$ cat src/rtl/plab4_net_tp_pkg.sv
// plab4_net_tp_pkg: shared constants and domain-select type for the time-partitioned ring.
package plab4_net_tp_pkg;

    localparam int unsigned c_num_domains = 2;
    localparam int unsigned c_cnt_nbits   = 8;
    localparam int unsigned c_def_slot    = 8;
    localparam int unsigned c_def_dead    = 2;

    typedef logic [c_cnt_nbits-1:0] cnt_t;

    typedef enum logic {
        DOMAIN_0 = 1'b0,
        DOMAIN_1 = 1'b1
    } domain_t;

endpackage

$ cat src/rtl/plab4_net_tp_domain_sched_if.sv
// plab4_net_tp_domain_sched_if: config handshake and schedule outputs of the TP domain scheduler.
interface plab4_net_tp_domain_sched_if;
    import plab4_net_tp_pkg::*;

    logic    cfg_val;
    logic    cfg_rdy;
    cnt_t    cfg_slot;
    cnt_t    cfg_dead;
    logic    cfg_err;
    domain_t domain;
    logic    inject_en;
    logic    slot_start;

    modport master (
        output cfg_val, cfg_slot, cfg_dead,
        input  cfg_rdy, cfg_err, domain, inject_en, slot_start
    );

    modport slave (
        input  cfg_val, cfg_slot, cfg_dead,
        output cfg_rdy, cfg_err, domain, inject_en, slot_start
    );

endinterface

$ cat src/rtl/plab4_net_tp_slot_counter.sv
// plab4_net_tp_slot_counter: per-slot cycle counter and domain toggle.
module plab4_net_tp_slot_counter
    import plab4_net_tp_pkg::*;
(
    input  logic    clk,
    input  logic    reset,
    input  cnt_t    slot_len,
    input  cnt_t    dead_len,
    output domain_t domain,
    output logic    slot_start,
    output logic    wrap,
    output logic    round_wrap,
    output logic    inject_en
);

    cnt_t    cnt_q;
    domain_t domain_q;

    always_comb begin
        wrap       = cnt_q == slot_len - cnt_t'(1);
        round_wrap = wrap && domain_q == DOMAIN_1;
        inject_en  = cnt_q < slot_len - dead_len;
        slot_start = cnt_q == '0;
        domain     = domain_q;
    end

    always_ff @(posedge clk) begin
        if (reset) begin
            cnt_q    <= '0;
            domain_q <= DOMAIN_0;
        end else if (wrap) begin
            cnt_q    <= '0;
            domain_q <= domain_q == DOMAIN_0 ? DOMAIN_1 : DOMAIN_0;
        end else begin
            cnt_q    <= cnt_q + cnt_t'(1);
        end
    end

endmodule

$ cat src/rtl/plab4_net_tp_domain_sched.sv
// plab4_net_tp_domain_sched: fixed time-partitioned domain schedule with drain window per slot.
// Runtime slot/dead reconfiguration is built only when PLAB4_NET_TP_SCHED_CFG_EN is defined.
module plab4_net_tp_domain_sched
    import plab4_net_tp_pkg::*;
#(
    parameter int unsigned p_slot_cycles = c_def_slot,
    parameter int unsigned p_dead_cycles = c_def_dead
)
(
    input  logic                         clk,
    input  logic                         reset,
    plab4_net_tp_domain_sched_if.slave   sched
);

    cnt_t slot_q;
    cnt_t dead_q;
    logic wrap;
    logic round_wrap;

    plab4_net_tp_slot_counter u_counter (
        .clk        (clk),
        .reset      (reset),
        .slot_len   (slot_q),
        .dead_len   (dead_q),
        .domain     (sched.domain),
        .slot_start (sched.slot_start),
        .wrap       (wrap),
        .round_wrap (round_wrap),
        .inject_en  (sched.inject_en)
    );

`ifdef PLAB4_NET_TP_SCHED_CFG_EN
    logic pend_val_q;
    cnt_t pend_slot_q;
    cnt_t pend_dead_q;
    logic cfg_err_q;
    logic accept;
    logic legal;
    logic unused_wrap;

    always_comb begin
        accept        = sched.cfg_val && !pend_val_q;
        legal         = sched.cfg_slot >= cnt_t'(2) && sched.cfg_dead < sched.cfg_slot;
        sched.cfg_rdy = !pend_val_q;
        sched.cfg_err = cfg_err_q;
        unused_wrap   = wrap;
    end

    // New lengths only land on a round boundary so both domains always see equal slots.
    always_ff @(posedge clk) begin
        if (reset) begin
            slot_q      <= cnt_t'(p_slot_cycles);
            dead_q      <= cnt_t'(p_dead_cycles);
            pend_val_q  <= 1'b0;
            pend_slot_q <= '0;
            pend_dead_q <= '0;
            cfg_err_q   <= 1'b0;
        end else begin
            cfg_err_q <= accept && !legal;
            if (round_wrap && pend_val_q) begin
                slot_q <= pend_slot_q;
                dead_q <= pend_dead_q;
            end
            if (accept && legal) begin
                pend_val_q  <= 1'b1;
                pend_slot_q <= sched.cfg_slot;
                pend_dead_q <= sched.cfg_dead;
            end else if (round_wrap) begin
                pend_val_q  <= 1'b0;
            end
        end
    end
`else
    logic unused_cfg;

    always_comb begin
        slot_q        = cnt_t'(p_slot_cycles);
        dead_q        = cnt_t'(p_dead_cycles);
        sched.cfg_rdy = 1'b0;
        sched.cfg_err = 1'b0;
        unused_cfg    = ^{sched.cfg_val, sched.cfg_slot, sched.cfg_dead, wrap, round_wrap};
    end
`endif

endmodule

$ cat src/flat_wrapper.sv
// flat-port wrapper written by rule: the top's interface ports become plain ports
module plab4_net_tp_domain_sched_flat import plab4_net_tp_pkg::*;
#(
    parameter int unsigned p_slot_cycles = c_def_slot,
    parameter int unsigned p_dead_cycles = c_def_dead
)
  (clk, reset, sched_cfg_val, sched_cfg_slot, sched_cfg_dead, sched_cfg_rdy, sched_cfg_err, sched_domain, sched_inject_en, sched_slot_start);
  plab4_net_tp_domain_sched_if sched_i ();
  input  logic clk;
  input  logic reset;
  input wire logic [$bits(sched_i.cfg_val)-1:0] sched_cfg_val;
  input wire logic [$bits(sched_i.cfg_slot)-1:0] sched_cfg_slot;
  input wire logic [$bits(sched_i.cfg_dead)-1:0] sched_cfg_dead;
  output wire logic [$bits(sched_i.cfg_rdy)-1:0] sched_cfg_rdy;
  output wire logic [$bits(sched_i.cfg_err)-1:0] sched_cfg_err;
  output wire logic [$bits(sched_i.domain)-1:0] sched_domain;
  output wire logic [$bits(sched_i.inject_en)-1:0] sched_inject_en;
  output wire logic [$bits(sched_i.slot_start)-1:0] sched_slot_start;
  assign sched_i.cfg_val = sched_cfg_val;
  assign sched_i.cfg_slot = sched_cfg_slot;
  assign sched_i.cfg_dead = sched_cfg_dead;
  assign sched_cfg_rdy = sched_i.cfg_rdy;
  assign sched_cfg_err = sched_i.cfg_err;
  assign sched_domain = sched_i.domain;
  assign sched_inject_en = sched_i.inject_en;
  assign sched_slot_start = sched_i.slot_start;
  plab4_net_tp_domain_sched #(.p_slot_cycles(p_slot_cycles), .p_dead_cycles(p_dead_cycles)) u_core (.clk(clk), .reset(reset), .sched(sched_i));
endmodule
$ cat config.mk
export PLATFORM = sky130hd
export DESIGN_NAME = plab4_net_tp_domain_sched_flat
export DESIGN_NICKNAME = d
export VERILOG_FILES = /design/src/rtl/plab4_net_tp_pkg.sv /design/src/rtl/plab4_net_tp_domain_sched_if.sv /design/src/rtl/plab4_net_tp_slot_counter.sv /design/src/rtl/plab4_net_tp_domain_sched.sv /design/src/flat_wrapper.sv
export SDC_FILE = /design/constraint.sdc
export NUM_CORES = 1
export LEC_CHECK = 0
export BUFFER_PORTS_ARGS = -buffer_cell sky130_fd_sc_hd__buf_2
export CORE_AREA = 2 2 39 41
export DETAILED_ROUTE_END_ITERATION = 12
export DIE_AREA = 0 0 41 43
export PLACE_DENSITY = 0.66
export SYNTH_ARGS = -nofsm -noshare
export SYNTH_HDL_FRONTEND = slang
export SYNTH_SLANG_ARGS = --single-unit
$ cat constraint.sdc
create_clock -name clk -period 1.55 [get_ports clk]
set_clock_uncertainty 0.05 [all_clocks]
set_input_delay 0 -clock clk [delete_from_list [all_inputs] [get_ports clk]]
set_output_delay 0 -clock clk [all_outputs]
set_load 0.02 [all_outputs]
==> results of run 1 <==
[final cells by class]
cell class	instances	area, um2	share of cell area [%]
Sequential cell	9	180	36.1
Tap cell	16	20.0	4.01
Clock buffer	4	26.3	5.26
Timing Repair Buffer	5	30.0	6.02
Inverter	3	11.3	2.26
Multi-Input combinational cell	37	231	46.4
[worst register-to-register path: stages (launching register included)]
cell	delay, ps
dfxtp_1	380
ha_1	270
nand2_1	90
or3_1	350
a21oi_1	130
[sequential cells by signal, indices dropped and copies added, names as in the netlist]
name                     cells
u_core.u_counter.cnt_q       8
u_core.u_counter.domain      1
[power groups by stage]
stage | sequential, uW | clock [uW] | combinational, uW
floorplan | 250 | 0 | 42.3
global placement | 254 | 0 | 42.6
detailed placement | 254 | 0 | 44.0
CTS | 249 | 198 | 45.8
global route | 250 | 202 | 51.0
finish | 248 | 186 | 44.9
[per-stage QoR]
stage	area (um2)	setup WS [ps]	utilization, %	power [uW]	hold WS, ps
after floorplan	449	311	-	292	19.1
after global placement	463	244	33.5	296	193
after detailed placement	463	208	33.5	298	213
after CTS	499	172	36.1	492	434
after global routing	499	86.1	36.1	503	479
final	499	187	36.1	479	428
[layer usage]
layer / GRT usage (%) / routed length, um
met2: 15.6 / 385
met3: 1.57 / 24
met4: 12.0 / 12
met1: 11.0 / 317
met5: 0 / 0
[timing repair]
| action | in CTS | in global routing |
|---|---|---|
| hold buffers | 1 | 0 |
| endpoints found under the hold margin | 3 | 0 |
| setup endpoints to repair | 0 | 0 |
| setup buffers | 0 | 0 |
[Yosys cell counts]
master and instances:
nand4_1 2, or3_1 3, o21ai_0 3, nand3_2 1, nor3_2 1, a41o_1 1, mux2_1 1, nand2_1 3
nor2b_1 1, ha_1 2, buf_6 1, nand3_1 2, dfxtp_1 9, a21oi_2 1, a21oi_1 3, xor2_1 2
nor2_1 7, xnor2_1 1, buf_4 2, nor3b_1 1, conb_1 1, inv_1 3
[how the worst max path moves through the flow]
stage / startpoint / to / cells past startpoint
2_1_floorplan: u_core.u_counter.cnt_q[1] / u_core.u_counter.cnt_q[6] / 4
3_3_place_gp: u_core.u_counter.cnt_q[1] / u_core.u_counter.cnt_q[6] / 4
3_5_place_dp: u_core.u_counter.cnt_q[1] / u_core.u_counter.cnt_q[6] / 4
4_1_cts: u_core.u_counter.cnt_q[5] / sched_slot_start / 4
5_1_grt: u_core.u_counter.cnt_q[7] / sched_slot_start / 4
6_report: u_core.u_counter.cnt_q[5] / sched_slot_start / 4
[cell families after synthesis]
logic type,after synthesis,synth area share [%]
buffers and inverters,6,8.43
xor gates and xnor gates,3,5.90
AOI/OAI and AO/OA,8,11.0
muxes,1,2.53
and+or+nand+nor,21,25.3
other,1,0.842
adders and majority gates,2,5.62
DFF,9,40.4
[placed cells by master (no fill, tap or decap), types with 2 or more instances in the layout]
master    instances
ha_1              2
nand2_1           3
xor2_1            2
nand4_1           2
a21oi_1           3
inv_1             3
nor2_1            7
clkbuf_4          3
or3_1             3
nand3_1           2
o21ai_0           3
dfxtp_1           9
conb_1            2
buf_2             4
==> reports/metrics.yaml, run 1 <==
status:
  status: "complete, no violations"
placed_design:
  numPortBuffers: 4
  hpwl_um: 555
  placed_cells: 69
  place.gp.congestion: 0.691
min_path:
  holdPathEnd: "u_core.u_counter.cnt_q[0]"
  hp-start: "u_core.u_counter.cnt_q[0]"
  min_path_cells: 1
  hold_class: "flip-flop to flip-flop"
worst_setup_path:
  crit_path_max_incr_delay_ps: 340
  worstSetupPathType: "flip-flop to output pin"
  worstReg2RegStart: "u_core.u_counter.cnt_q[1]"
  required_ps: 1500
  cp-start-kind: "flip-flop"
  path_max_fanout: 5
  worstPathArrival_ps: 1310
  worst_setup_path_end_kind: "output pin"
  r2r_slack_ps: 210
  cp_top_family: "simple AND/OR/NAND/NOR gates"
  reg2reg_depth: 4
  cp_num_buf_inv: 1
  cp_slowest_cell: "dfxtp_1"
  reg2reg_to: "u_core.u_counter.cnt_q[6]"
  cp_cell_sequence: "nor3_2, nand2_1, nor3b_1, buf_2"
synthesis:
  synth_top_cell_area_share_pct: 40.4
  synth_area_leaders: "dfxtp_1, nor2_1, ha_1, or3_1, xor2_1"
  synth.avg_cell_area_um2: 8.73
  ys_seq_area_share_pct: 40.4
  yosysTopAreaCell: "dfxtp_1"
  synth_cells: 51
  ys_seq_elements: 9
  synth_cell_type_count: 22
  ys.warnings.count: 0
  synth_area_um2: 445
finish:
  fin_cells: 74
  antenna_cells: 0
  drive_gt1_share_pct: 17.2
  nFillCells: 149
  final_nets: 80
  area_delta_synth_final_pct: 12.1
power_and_ir_drop:
  power_frac_comb_pct: 9.4
  switchingPower_uw: 124
  powerDensity_nw_per_um2: 960
  p_int_uw: 356
  ir_drop_mv: 0.272
  switching_share_pct: 25.8
  seq_power_share_pct: 51.8
  leakagePower_uw: 0.000198
  clkPwrFrac_pct: 38.8
routing:
  wirelength_um: 740
  drc: 0
  postRouteAntennaNets: 0
  drt_first_pass_iters: 4
  avgRoutedWirePerCell_um: 10.0
  drt-initial-drc-count: 12
  vias: 352
  avgViaCountPerCell: 4.76
grt:
  grt.total_usage_pct: 10.6
  grt_max_degree: 9
  antenna_found_initial: 0
  grt_pass1_vias: 308
  grt_pass1_wl_um: 1190
  overflow: 0
sta:
  fin_crit_sh_pct: 87.9
  hold_viol: 0
  setup-tns-final_ps: 0
  setup_viol: 0
  rsz0062_at_grt: "no"
  max_freq_mhz: 734
  slew_violations: 0
  fin_crit_ps: 1360
clocking:
  cts_resized: 0
  cts_buffers: 3
  cts_buffer_depth: 2
  cts_tree: "yes"
  cts_root_buf: "clkbuf_4"
  insertion_delay_ps: 260
  htree_levels: 1
  clk_pin_slew_worst_paths_ps: 60
  cts_sinks: 9
die:
  die_width_um: 41
  row_count: 14
  die-area_um2: 1760
  fp.coreArea_um2: 1380
  fp.dieH_um: 43
  initial_core_util_pct: 32.2
  ioPinCount: 24
flow_run:
  drv_cap: 0
Power figures use the tool's default switching activity.
==> run 2: changes to the inputs <==
--- a/config.mk
+++ b/config.mk
@@ -10,6 +10,7 @@
 export DETAILED_ROUTE_END_ITERATION = 12
 export DIE_AREA = 0 0 41 43
 export PLACE_DENSITY = 0.66
+export RECOVER_POWER = 100
 export SYNTH_ARGS = -nofsm -noshare
 export SYNTH_HDL_FRONTEND = slang
 export SYNTH_SLANG_ARGS = --single-unit
==> run 2 against run 1 <==
Compared with the run above:
- critical path depth is the same
- worst hold slack lost 9.3 ps
- total power shrank 0.63%
- clock-buffer cell count is the same
- sequential share of layout area grew 0.74 points
- worst setup slack lost 6.7 ps
- combinational power shrank 1%
- highest routed layer unchanged
==> reports/metrics.yaml, run 2 (synthesis gave the netlist of run 1 again) <==
grt:
  grt_pass1_vias: 308
  grt.total_usage_pct: 10.6
  antenna_found_initial: 0
  grt_pass1_wl_um: 1190
  overflow: 0
  grt_max_degree: 9
finish:
  final_nets: 80
  nFillCells: 152
  largest_reg_flops: 8
  drive_gt1_share_pct: 12.1
  final_cell_mix: "dfxtp_1, nor2_1, a21oi_1"
  seq_area_um2: 180
  multi_input_area_um2: 223
  fin_cells: 74
  mostFrequentLayoutCell: "dfxtp_1"
  final_core_util_pct: 35.4
  antenna_cells: 0
  area_delta_synth_final_pct: 9.83
  top_register: "u_core.u_counter.cnt_q"
min_path:
  hp-start: "u_core.u_counter.cnt_q[0]"
  hold_class: "flip-flop to flip-flop"
clocking:
  post-cts-setup-buffers: 0
  htree_levels: 1
  cts_tree: "yes"
  cts_sinks: 9
  hold_buffers: 1
  insertion_delay_ps: 260
  cts_root_buf: "clkbuf_4"
  clk_pin_slew_worst_paths_ps: 60
  cts_resized: 0
  cts_buffers: 3
  cts_buffer_depth: 2
die:
  fp.coreArea_um2: 1380
  initial_core_util_pct: 32.2
  ioPinCount: 24
  die_width_um: 41
  die-area_um2: 1760
  row_count: 14
  fp.dieH_um: 43
routing:
  avgViaCountPerCell: 4.80
  avgRoutedWirePerCell_um: 10.0
  drc: 0
  postRouteAntennaNets: 0
  drt_first_pass_iters: 4
  wirelength_um: 740
  vias: 355
  drt-initial-drc-count: 12
placed_design:
  place.gp.congestion: 0.691
  hpwl_um: 555
  placed_cells: 69
  numPortBuffers: 4
sta:
  fin_crit_ps: 1370
  fin_crit_sh_pct: 88.3
  hold_viol: 0
  hold_ws_ps: 419
  rsz0062_at_grt: "no"
  slew_violations: 0
  setup-tns-final_ps: 0
  max_freq_mhz: 730
  setup_viol: 0
status:
  status: "complete, no violations"
worst_setup_path:
  worst_setup_path_end_kind: "output pin"
  worstReg2RegStart: "u_core.u_counter.cnt_q[2]"
  required_ps: 1500
  path_max_fanout: 5
  cp-start-kind: "flip-flop"
  worstPathArrival_ps: 1320
  worstSetupPathType: "flip-flop to output pin"
  crit_start: "u_core.u_counter.cnt_q[5]"
power_and_ir_drop:
  leakagePower_uw: 0.000194
  powerDensity_nw_per_um2: 974
  power_uw: 476
  ir_drop_mv: 0.271
flow_run:
  drv_cap: 0
## run 2: changes by cell type in the layout (fill, tap and decap cells not counted), sizes merged
| cell | before | now |
|---|---|---|
| buf | 4 | 2 |
| clkbuf | 4 | 6 |
## run 2: critical path, cell delays in order (launching register included)
cell	delay (ps)
dfxtp_1	350
nor3_2	230
nand2_1	110
nor3b_1	190
clkbuf_2	190
## run 2: report_power, final
group          switching [uW]  internal, uW
registers                8.79           238
logic                    27.0          17.4
clock network            85.2          99.4
total                     121           355
## run 2: cell type report
cell class	count	area share [%]
inverters	3	2.30
well taps	16	4.09
multi-input cells	37	45.5
flip-flops and latches	9	36.8
repair buffers	5	5.88
clock buffers	4	5.37
## run 2: metal layers
layer / vias to the layer above / GRT usage, % / share of wire, %
met5: - / 0 / 0
met4: 0 / 12.0 / 1.6
met3: 2 / 1.57 / 5.3
met2: 11 / 15.6 / 52
li1: 183 / - / -
met1: 159 / 11.0 / 41
## run 2: final timing paths
| check | endpoint | slack (ps) | cells past startpoint |
|---|---|---|---|
| worst max-delay path | sched_slot_start | 180 | 4 |
| worst max register to register | u_core.u_counter.cnt_q[7] | 220 | 3 |
| worst min register to register | u_core.u_counter.cnt_q[0] | 420 | 1 |
| worst min-delay path | u_core.u_counter.cnt_q[0] | 420 | 1 |
## run 2: stage by stage
step	setup slack, ps	instance area [um2]
after floorplan	311	449
after global routing	66.5	489
after global placement	244	463
final	181	489
after detailed placement	208	463
after CTS	172	499
==> run 3: changes to the inputs <==
--- a/config.mk
+++ b/config.mk
@@ -9,7 +9,7 @@
 export CORE_AREA = 2 2 39 41
 export DETAILED_ROUTE_END_ITERATION = 12
 export DIE_AREA = 0 0 41 43
-export PLACE_DENSITY = 0.66
+export PLACE_DENSITY = 0.68
 export RECOVER_POWER = 100
 export SYNTH_ARGS = -nofsm -noshare
 export SYNTH_HDL_FRONTEND = slang
==> constraint.sdc (replaced) <==
create_clock -name clk -period 1.2 [get_ports clk]
set_clock_uncertainty 0.05 [all_clocks]
set_input_delay 0 -clock clk [delete_from_list [all_inputs] [get_ports clk]]
set_output_delay 0 -clock clk [all_outputs]
set_load 0.02 [all_outputs]
==> run 3 against run 2 <==
Compared with the run above:
- the flow now finishes with violations (setup timing)
- critical path depth unchanged
- combinational power increased by 87%
- highest routed layer is now met3
- cell count increased by 6.8%
- final area increased by 26%
==> reports/metrics.yaml, run 3 (synthesis gave the netlist of run 1 again) <==
clocking:
  cts_tree: "yes"
  clk_pin_slew_worst_paths_ps: 60
  cts_root_buf: "clkbuf_4"
  cts_buffer_depth: 2
  cts_sinks: 9
  htree_levels: 1
  insertion_delay_ps: 260
  cts_buffers: 3
power_and_ir_drop:
  ir_drop_mv: 0.459
  power_uw: 641
  powerDensity_nw_per_um2: 1040
  leakagePower_uw: 0.000236
finish:
  seq_area_um2: 191
  fin_cells: 79
  nFillCells: 136
  final_core_util_pct: 44.4
  final_nets: 85
  largest_reg_flops: 8
  multi_input_area_um2: 290
  area_delta_synth_final_pct: 37.9
  drive_gt1_share_pct: 46.0
  top_register: "u_core.u_counter.cnt_q"
  antenna_cells: 0
  final_cell_mix: "nor2_1, buf_4, dfxtp_1"
sta:
  slew_violations: 0
  layout_setup_ws_ps: -89.1
  fin_crit_sh_pct: 107
  rsz0062_at_grt: "yes"
  hold_ws_ps: 396
  setup_viol: 9
  max_freq_mhz: 776
  fin_crit_ps: 1290
  hold_viol: 0
status:
  status: "finished with violations"
  violations: "setup timing"
routing:
  vias: 376
  wirelength_um: 837
  drc: 0
  postRouteAntennaNets: 0
  drt-initial-drc-count: 3
  avgRoutedWirePerCell_um: 10.6
  avgViaCountPerCell: 4.76
  drt_first_pass_iters: 2
placed_design:
  placed_cells: 74
  hpwl_um: 588
  numPortBuffers: 4
  place.gp.congestion: 0.716
grt:
  antenna_found_initial: 0
  overflow: 0
  grt_max_degree: 7
  grt_pass1_wl_um: 1310
  grt_pass1_vias: 356
  grt.total_usage_pct: 10.6
worst_setup_path:
  cp_cell_sequence: "nor3_4, nand2_2, nor3b_2, buf_4"
  cp_slowest_cell: "dfxtp_4"
  worst_setup_path_end_kind: "output pin"
  worstSetupPathType: "flip-flop to output pin"
  crit_path_max_incr_delay_ps: 350
  required_ps: 1150
  worstPathArrival_ps: 1240
  cp-start-kind: "flip-flop"
  path_max_fanout: 2
die:
  die-area_um2: 1760
  row_count: 14
  fp.coreArea_um2: 1380
  initial_core_util_pct: 32.2
  fp.dieH_um: 43
  die_width_um: 41
  ioPinCount: 24
flow_run:
  drv_cap: 0
min_path:
  hold_class: "flip-flop to flip-flop"
## run 3: changes by cell type in the layout (fill, tap and decap cells not counted), sizes merged
cell,delta
buf,+6
clkbuf,-1
## run 3: per-stage QoR
step           setup TNS, ps  setup slack, ps  cell area [um2]
2_1_floorplan              0            0.149              462
3_3_place_gp               0             5.60              513
3_5_place_dp           -49.2            -32.7              513
4_1_cts                 -301            -86.1              592
5_1_grt                 -857             -172              614
6_report                -316            -89.1              614
## run 3: power by group
| group | leakage (uW) | switching [uW] | internal [uW] |
|---|---|---|---|
| logic | 0.000145 | 43.6 | 39.2 |
| clock network | 0.0000150 | 108 | 128 |
| registers | 0.0000759 | 16.0 | 306 |
## run 3: path summary, 6_finish.rpt
| check | startpoint | end | slack [ps] | cells past startpoint |
|---|---|---|---|---|
| worst max-delay path | u_core.u_counter.cnt_q[5] | sched_slot_start | -90 | 4 |
| worst min-delay path | u_core.u_counter.cnt_q[0] | u_core.u_counter.cnt_q[0] | 400 | 1 |
| worst max register to register | u_core.u_counter.cnt_q[5] | u_core.u_counter.domain | -80 | 4 |
| worst min register to register | u_core.u_counter.cnt_q[0] | u_core.u_counter.cnt_q[0] | 400 | 1 |
## run 3: what timing repair did
| action | 4_1_cts | 5_1_grt |
|---|---|---|
| setup endpoints to repair | 8 | 9 |
| gates resized for setup | 16 | 8 |
| gates cloned | 0 | 0 |
| setup buffers | 2 | 0 |
| hold buffers | 1 | 0 |
| endpoints found under the hold margin | 3 | 0 |
| pin swaps | 4 | 3 |
## run 3: critical path, delay by kind of cell (launching register included)
family	cells	cell delay, ps
buf+inv	1	170
flops	1	350
simple gates	3	460
## run 3: area by class of cell
cell class / count / area share (%)
multi-input combinational: 37 / 47.3
timing repair buffer: 10 / 12.2
clock buffer: 4 / 4.28
sequential: 9 / 31.2
tap: 16 / 3.26
inverter: 3 / 1.83
## run 3: layer usage
layer	up-vias	GRT usage [%]	wire, um
met5	-	0	0
met2	7	18.1	438
li1	193	-	-
met1	176	11.3	352
met3	0	6.28	47
met4	0	0	0
